--- src/rtl/sb_param_ccff_shadow.sv ---
// Corner-tile switch block (top + left sides): per-track routing muxes whose selectors are
// loaded serially into a shadow chain and made live only by a validated commit.
module sb_param_ccff_shadow #(
   parameter int CHAN_WIDTH = 9,
   parameter int GRID_PINS  = 1,
   parameter int OUT_REG    = 0
) (
   input  logic                            prog_clk,
   input  logic                            pReset,
   input  logic [CHAN_WIDTH-1:0]           chany_top_in,
   input  logic [CHAN_WIDTH-1:0]           chanx_left_in,
   input  logic [CHAN_WIDTH*GRID_PINS-1:0] top_grid_pin,
   input  logic [CHAN_WIDTH*GRID_PINS-1:0] left_grid_pin,
   input  logic                            ccff_head,
   input  logic                            ccff_en,
   input  logic                            ccff_commit,
   output logic [CHAN_WIDTH-1:0]           chany_top_out,
   output logic [CHAN_WIDTH-1:0]           chanx_left_out,
   output logic                            ccff_tail,
   output logic                            ccff_count_ok,
   output logic                            cfg_err
);

   localparam int SEL_W    = $clog2(GRID_PINS + 1);
   localparam int CFG_BITS = 2 * CHAN_WIDTH * SEL_W;
   localparam int CNT_W    = $clog2(CFG_BITS + 2);
   localparam logic [CNT_W-1:0] CNT_N   = CNT_W'(CFG_BITS);
   localparam logic [CNT_W-1:0] CNT_SAT = CNT_W'(CFG_BITS + 1);

   logic [CFG_BITS-1:0]   sr;
   logic [CFG_BITS-1:0]   active;
   logic [CNT_W-1:0]      count;
   logic [CNT_W-1:0]      count_nxt;
   logic [SEL_W-1:0]      sel [2*CHAN_WIDTH];
   logic [CHAN_WIDTH-1:0] top_d;
   logic [CHAN_WIDTH-1:0] left_d;

   // Commit decision uses the pre-shift count; a same-cycle shift restarts the count at 1.
   always_comb begin
      count_nxt = count;
      if (ccff_commit)
         count_nxt = ccff_en ? CNT_W'(1) : '0;
      else if (ccff_en)
         count_nxt = (count == CNT_SAT) ? count : count + 1'b1;
   end

   always_ff @(posedge prog_clk) begin
      if (pReset) begin
         sr            <= '0;
         active        <= '0;
         count         <= '0;
         ccff_count_ok <= 1'b0;
         cfg_err       <= 1'b0;
      end else begin
         if (ccff_en)
            sr <= {sr[CFG_BITS-2:0], ccff_head};
         if (ccff_commit) begin
            if (count == CNT_N)
               active <= sr;
            else
               cfg_err <= 1'b1;
         end
         count         <= count_nxt;
         ccff_count_ok <= (count_nxt == CNT_N);
      end
   end

   assign ccff_tail = sr[CFG_BITS-1];

   // Lower chain index of each field is the selector MSB.
   always_comb begin
      for (int unsigned m = 0; m < 2*CHAN_WIDTH; m++) begin
         sel[m] = '0;
         for (int unsigned b = 0; b < SEL_W; b++)
            sel[m][SEL_W-1-b] = active[m*SEL_W + b];
      end
   end

   always_comb begin
      top_d  = '0;
      left_d = '0;
      for (int unsigned i = 0; i < CHAN_WIDTH; i++) begin
         int unsigned j;
         int unsigned st;
         int unsigned sl;
         j  = (i == 0) ? 0 : CHAN_WIDTH - i;
         st = 32'(sel[i]);
         sl = 32'(sel[CHAN_WIDTH + i]);
         if (st == 0)
            top_d[i] = chanx_left_in[j];
         else if (st <= GRID_PINS)
            top_d[i] = top_grid_pin[i*GRID_PINS + st - 1];
         if (sl == 0)
            left_d[i] = chany_top_in[j];
         else if (sl <= GRID_PINS)
            left_d[i] = left_grid_pin[i*GRID_PINS + sl - 1];
      end
   end

   generate
      if (OUT_REG != 0) begin : g_out_reg
         always_ff @(posedge prog_clk) begin
            if (pReset) begin
               chany_top_out  <= '0;
               chanx_left_out <= '0;
            end else begin
               chany_top_out  <= top_d;
               chanx_left_out <= left_d;
            end
         end
      end else begin : g_out_comb
         assign chany_top_out  = top_d;
         assign chanx_left_out = left_d;
      end
   endgenerate

endmodule

--- config.mk ---
export PLATFORM = sky130hd
export DESIGN_NAME = sb_param_ccff_shadow
export DESIGN_NICKNAME = d
export VERILOG_FILES = /design/src/rtl/sb_param_ccff_shadow.sv
export SDC_FILE = /design/constraint.sdc
export NUM_CORES = 1
export LEC_CHECK = 0
export CORE_ASPECT_RATIO = 1.1
export CORE_MARGIN = 10
export CORE_UTILIZATION = 40
export DETAILED_ROUTE_END_ITERATION = 10
export PLACE_DENSITY = 0.75
export SYNTH_ARGS = -nofsm -noshare
export SYNTH_HDL_FRONTEND = slang
export SYNTH_SLANG_ARGS = --single-unit
--- constraint.sdc ---
create_clock -name prog_clk -period 1.53 [get_ports prog_clk]
set_input_delay 0.2295 -clock prog_clk [delete_from_list [all_inputs] [get_ports prog_clk]]
set_output_delay 0.2295 -clock prog_clk [all_outputs]
set_load 0.03 [all_outputs]
Word level (Yosys, flattened, before mapping)
Index checks and enable logic that the tools add are counted.
Operators by class
  $add $sub $neg: 35
  magnitude comparators: 18
  equality and inequality tests: 3
  multiplexer cells: 58
  bitwise operators: 1
  reduce and logical (&&, ||, !) cells: 2
Operators with widths (count)
  $lt A32 B5 Y1 const B: 18
  $bmux W1 S4: 18
  $sub A4 B1 Y5 const B: 8
  $mux W1: 37
  $add A3 B1 Y4 const A: 8
  $sub A3 B1 Y4 const B: 4
  $eq A5 B5 Y1 const B: 3
  $mux W5: 3
  $add A2 B1 Y3 const A: 4
  $sub A5 B1 Y6 const B: 2
  $add A4 B1 Y5 const A: 2
  $sub A2 B1 Y3 const B: 2
  $add A5 B1 Y5 const B: 1
  $add A1 B1 Y2 const A: 2
  $reduce_and A2 Y1: 2
  $sub A1 B1 Y2 const B: 2
  $not A1 Y1: 1
Storage, ports and cells
  register bits: 43
  output and inout bits: 21
  word-level logic and storage cells: 122

Logic depth before layout (Yosys ltp)
Gate-level depths: netlist of run 1.
  word-level depth: 5
  mapped depth: 7
  gate-level depth less buffers: 5

Least setup slack after synthesis of run 1
No wires, ideal clock.
  path type: reg2reg
  start point: register count[0]
  end point: register ccff_count_ok
  arrival: 1.362 ns
  slack: 0.080 ns
  cell stages (with the launch flop): 6
  path through: dfxtp_1 > ha_1 > nand4bb_1 > mux2_1 > o22ai_1 > nor4b_2
Between the ends
  longest elaborated chain between the ends: 5
  elaborated cells between the ends (all ways): 6
  classes of those cells: add/sub (1); eq/ne (2); mux (3)
RTL lines
  start, declared: line 32  | logic [CNT_W-1:0] count;
  start signal, assigned: line 63  | count <= count_nxt;
  $add A5 B1 Y5 or $eq A5 B5 Y1 (tied branches): line 44  | count_nxt = (count == CNT_SAT) ? count : count + 1'b1;
  $mux W5: line 44
  $mux W5 *: line 43  | else if (ccff_en)
  $mux W5 *: line 41  | if (ccff_commit)
  $eq A5 B5 Y1 *: line 64  | ccff_count_ok <= (count_nxt == CNT_N);
  end signal, assigned: line 64
  end, declared: line 20  | output logic ccff_count_ok,
Mark *: on every way between the ends. The rest lies on a longest branch, timed or not.
A chain may end at the register's enable or synchronous reset.

Final worst setup path of run 1
Same ends and word-level chain as after synthesis.

==> impl_metrics.yaml, run 1 <==
routing:
  viasPerCell: 4.90
  drcViolationCount: 0
  average_routed_wire_per_standard_cell_um: 13.1
  dr.pass1.iters: 4
  postRouteWirelength_um: 4210
  final_antenna_net_count: 0
  detailroute.via_count: 1574
  drt_iter0_drc: 84
floorplan:
  die_w_um: 84.4
  rows: 25
  core_area_mm2: 0.00435
  num_io_pins: 62
  design.die.area_mm2: 0.00767
  effective_utilization_at_floorplan_pct: 42.0
  fp.dieH_um: 90.9
timing:
  report.final.setup_viol: 0
  worst_rel_slew_slack_pct: 76.8
  timing.final.crit_share_pct: 96.8
  finClkSkew_ps: 5.35
  worstMarginPinSlew_ps: 345
  fmaxAchievable_mhz: 675
  final-hold-violation-count: 0
  period_minus_slack_ps: 1480
  drv_slew: 0
  grt_setup_unrepaired: "true"
job:
  max_cap_violations: 0
pwr:
  worst_ir_drop_vdd_mv: 0.441
  post-layout-total-power_mw: 2.21
  power_per_cell_area_mw_per_mm2: 844
  leakagePower_nw: 1.04
layout:
  final_cell_mix: "sky130_fd_sc_hd__dfxtp_1, sky130_fd_sc_hd__nand2_1, sky130_fd_sc_hd__clkdlybuf4s50_1"
  num_antenna_cells: 0
  design.final.nets: 309
  final_common_cell: "sky130_fd_sc_hd__dfxtp_1"
  fin_util_pct: 60.2
  syn_to_final_growth_pct: 43.3
  layout-drive-gt1-share_pct: 23.2
grt:
  grt_pass1_vias: 1534
  grt_overflow: 0
  antenna_found_initial: 0
  first_pass_grt_wire_length_um: 7020
  grt_util_all_layers_pct: 10.9
  grt_start_max_net_pins: 28
setup_path:
  slowest_library_cell_on_the_worst_path: "sky130_fd_sc_hd__mux2_1"
  critical_path.n_buffers_inverters: 0
  critPathCaptureType: "register"
  critical_path_arrival_ps: 1700
  timing.critical_path.max_delay_family: "simple AND/OR/NAND/NOR gates"
  critPathMaxFanout: 4
  worst-setup-path-type: "register to register"
  critical_path.max_stage_delay_ps: 370
  cp_data_required_time_ps: 1750
  startpoint_type: "register"
  critical_path.cell_chain: "ha_4 > nand4bb_1 > mux2_1 > o22ai_2 > nor4b_4"
synth:
  async_reset_ff_share_pct: 0
  synth-main-ff-cell: "sky130_fd_sc_hd__dfxtp_1"
  post_synth_num_cell_types: 27
  seq_area_frac_synth_pct: 47.1
  syn-num-nets: 240
  yosysWarningCount: 0
  synthesis.area_per_instance_um2: 9.27
  syn_area_mm2: 0.00183
  mapped_cells: 197
  synth_top_area_share_pct: 47.1
  synth-edff-count: 0
  ys_seq_elements: 43
  yosys.area.top_type: "sky130_fd_sc_hd__dfxtp_1"
  synth.top_cells.by_area: "sky130_fd_sc_hd__dfxtp_1, sky130_fd_sc_hd__mux2_2, sky130_fd_sc_hd__mux2i_1"
placed_design:
  gp_routability_congestion: 0.851
  portBuffers: 61
  place_hpwl_um: 3160
clock_network:
  root_buffer: "sky130_fd_sc_hd__clkbuf_8"
  tritoncts: "done"
  cts.reportedPaths.clkPinSlew_ps: 80
  clock_path_buffers: 2
  clock_latency_ps: 290
  numClockSinks: 43
  ctsHoldBuffers: 0
  numCtsBuffers: 5
  ctsHtreeMaxLevel: 2
  post_cts_buffers: 0
worst_hold_path:
  min_path_type: "register to register"
status:
  outcome: "completed"
tightest hold or removal path: stages, from the launching register on:
cell and delay (ps):
sky130_fd_sc_hd__dfxtp_1 320, sky130_fd_sc_hd__nand2_1 50, sky130_fd_sc_hd__a21oi_1 50
kinds of logic after synthesis:
logic type	count (synthesis)	share of synthesized area [%]
buffers and inverters	13	3.84
DFF	43	47.1
muxes	37	21.6
xor gates and xnor gates	2	0.959
AOI/OAI and AO/OA	25	7.40
and+or+nand+nor	75	17.7
adders and majority gates	2	1.37
synth_stat cells, types with 2 or more instances:
cell	instances
sky130_fd_sc_hd__nor3_1	2
sky130_fd_sc_hd__xor2_1	2
sky130_fd_sc_hd__ha_1	2
sky130_fd_sc_hd__mux2_2	18
sky130_fd_sc_hd__buf_2	2
sky130_fd_sc_hd__nand2_1	40
sky130_fd_sc_hd__mux2i_1	18
sky130_fd_sc_hd__a21oi_1	20
sky130_fd_sc_hd__nand4_1	2
sky130_fd_sc_hd__dfxtp_1	43
sky130_fd_sc_hd__clkbuf_1	6
sky130_fd_sc_hd__buf_4	3
sky130_fd_sc_hd__nand3_1	2
sky130_fd_sc_hd__nor2_1	24
per-stage QoR:
| step | hold WS, ps | cell area (um^2) | std cells | worst slack [ps] | TNS (ps) |
|---|---|---|---|---|---|
| final | 464 | 2620 | 321 | 48.8 | 0 |
| after global placement | 454 | 2490 | 313 | -43.0 | -43.0 |
| after global routing | 492 | 2620 | 321 | -31.7 | -31.7 |
| after CTS | 467 | 2600 | 321 | 11.0 | 0 |
| after detailed placement | 457 | 2490 | 313 | -60.4 | -309 |
| after floorplan | 377 | 1830 | 197 | 80.4 | 0 |
layer usage:
| metal | GRT usage, % | share of wire [%] | wire, um | vias to the layer above |
|---|---|---|---|---|
| li1 | - | - | - | 808 |
| met1 | 12.2 | 43 | 1810 | 720 |
| met2 | 17.6 | 49 | 2070 | 38 |
| met3 | 3.97 | 6.0 | 251 | 8 |
| met4 | 5.22 | 1.9 | 79 | 0 |
| met5 | 0 | 0 | 0 | - |
area by class of cell:
class,count,area (um^2)
clock buffer,8,100
tap,54,67.6
fill,407,1730
inverter,1,3.75
sequential,43,863
timing repair buffer,74,659
multi-input combinational,141,923
timing repair:
item / CTS / global route
endpoints found under the setup margin: 4 / 1
hold endpoints to repair: 0 / 0
gates cloned: 0 / 0
gates resized for setup: 5 / 4
pin swaps: 1 / 0
flip-flops by register name (all words and copies together), names as in the netlist:
signal and count:
count 5, cfg_err 1, sr 18, ccff_count_ok 1
active 18
worst paths after layout:
path	slack, ps	cells past startpoint	startpoint	to
max	50	5	count[0]	ccff_count_ok
min reg2reg	460	2	active[3]	active[3]
max reg2reg	50	5	count[0]	ccff_count_ok
min	460	2	active[3]	active[3]
report_power, final:
| group | switching, mW | internal (mW) |
|---|---|---|
| combinational | 0.133 | 0.172 |
| sequential | 0.00673 | 1.13 |
| clock | 0.360 | 0.412 |
No activity file was read; power rests on OpenSTA's default activity.
==> run 2, diff against run 1 <==
SKIP_CTS_REPAIR_TIMING = 1   (was not set)
==> impl_metrics.yaml, run 2 (same netlist as run 1, synthesis figures left out) <==
status:
  outcome: "completed"
placed_design:
  gp_routability_congestion: 0.851
  portBuffers: 61
  placedInstanceArea_mm2: 0.00249
  placed_cells: 313
  place_hpwl_um: 3160
timing:
  worstMarginPinSlew_ps: 345
  fmaxAchievable_mhz: 669
  finClkSkew_ps: 5.54
  grt_setup_unrepaired: "true"
  final.hold.worst_slack_ps: 464
  timing.final.crit_share_pct: 97.7
  setup_tns_after_final_layout_ps: 0
  worst_rel_slew_slack_pct: 76.8
  drv_slew: 0
  final-hold-violation-count: 0
  report.final.setup_viol: 0
  period_minus_slack_ps: 1490
floorplan:
  effective_utilization_at_floorplan_pct: 42.0
  design.die.area_mm2: 0.00767
  die_w_um: 84.4
  num_io_pins: 62
  fp.dieH_um: 90.9
  core_area_mm2: 0.00435
  rows: 25
routing:
  average_routed_wire_per_standard_cell_um: 13.1
  dr.pass1.iters: 4
  final_antenna_net_count: 0
  postRouteWirelength_um: 4220
  drcViolationCount: 0
  detailroute.via_count: 1570
  drt_iter0_drc: 79
  viasPerCell: 4.89
layout:
  final_common_cell: "sky130_fd_sc_hd__dfxtp_1"
  fillCellCount: 405
  syn_to_final_growth_pct: 43.9
  instances_no_fill: 321
  post_layout_inst_area_mm2: 0.00263
  fin_util_pct: 60.5
  top_regs: "active: 18 flops, sr: 18 flops, count: 5 flops"
  layout-drive-gt1-share_pct: 23.2
  design.final.nets: 309
  num_antenna_cells: 0
  final_cell_mix: "sky130_fd_sc_hd__dfxtp_1, sky130_fd_sc_hd__nand2_1, sky130_fd_sc_hd__clkdlybuf4s50_1"
clock_network:
  clock_path_buffers: 2
  clock_latency_ps: 290
  numClockSinks: 43
  ctsHtreeMaxLevel: 2
  tritoncts: "done"
  cts.reportedPaths.clkPinSlew_ps: 80
  root_buffer: "sky130_fd_sc_hd__clkbuf_8"
  numCtsBuffers: 5
grt:
  grt_util_all_layers_pct: 10.8
  grt_start_max_net_pins: 28
  grt_overflow: 0
  grt_pass1_vias: 1535
  antenna_found_initial: 0
  first_pass_grt_wire_length_um: 7000
pwr:
  power_per_cell_area_mw_per_mm2: 841
  worst_ir_drop_vdd_mv: 0.440
  leakagePower_nw: 1.07
setup_path:
  critPathMaxFanout: 4
  startpoint_type: "register"
  cp_data_required_time_ps: 1750
  critPathCaptureType: "register"
  worst-setup-path-type: "register to register"
  critical_path_arrival_ps: 1710
worst_hold_path:
  min_path_type: "register to register"
job:
  max_cap_violations: 0
==> run 2: power by group <==
group          switching [mW]  total, mW  internal [mW]
clock                   0.360      0.771          0.412
sequential            0.00680       1.13           1.13
combinational           0.133      0.306          0.173
==> run 2: stage by stage <==
stage	total power, mW	worst slack [ps]
detailed placement	1.46	-60.4
CTS	2.23	-73.1
global route	2.32	-42.8
floorplan	1.30	80.4
finish	2.21	35.6
global placement	1.46	-43.0
==> run 2: path summary, 6_finish.rpt <==
check / depth (start not counted) / slack, ps / end / start
worst max register to register: 5 / 40 / ccff_count_ok / count[0]
worst min register to register: 2 / 460 / active[3] / active[3]
worst min-delay path: 2 / 460 / active[3] / active[3]
worst max-delay path: 5 / 40 / ccff_count_ok / count[0]
==> run 2: metal layers <==
| metal | GRT usage (%) | routed length (um) |
|---|---|---|
| met1 | 12.2 | 1840 |
| met2 | 17.4 | 2060 |
| met3 | 3.88 | 247 |
| met4 | 5.22 | 79 |
| met5 | 0 | 0 |
==> run 2: area by class of cell <==
class | instances | area, um^2 | share of cell area, %
sequential | 43 | 863 | 32.8
timing repair buffer | 74 | 671 | 25.5
clock buffer | 8 | 100 | 3.81
inverter | 1 | 3.75 | 0.143
multi-input combinational | 141 | 923 | 35.1
tap | 54 | 67.6 | 2.57
==> run 2: critical path: stages (launching register included) <==
cell and delay, ps:
sky130_fd_sc_hd__dfxtp_2 370, sky130_fd_sc_hd__ha_4 160, sky130_fd_sc_hd__nand4bb_1 170, sky130_fd_sc_hd__mux2_1 370, sky130_fd_sc_hd__o22ai_2 150, sky130_fd_sc_hd__nor4b_4 200
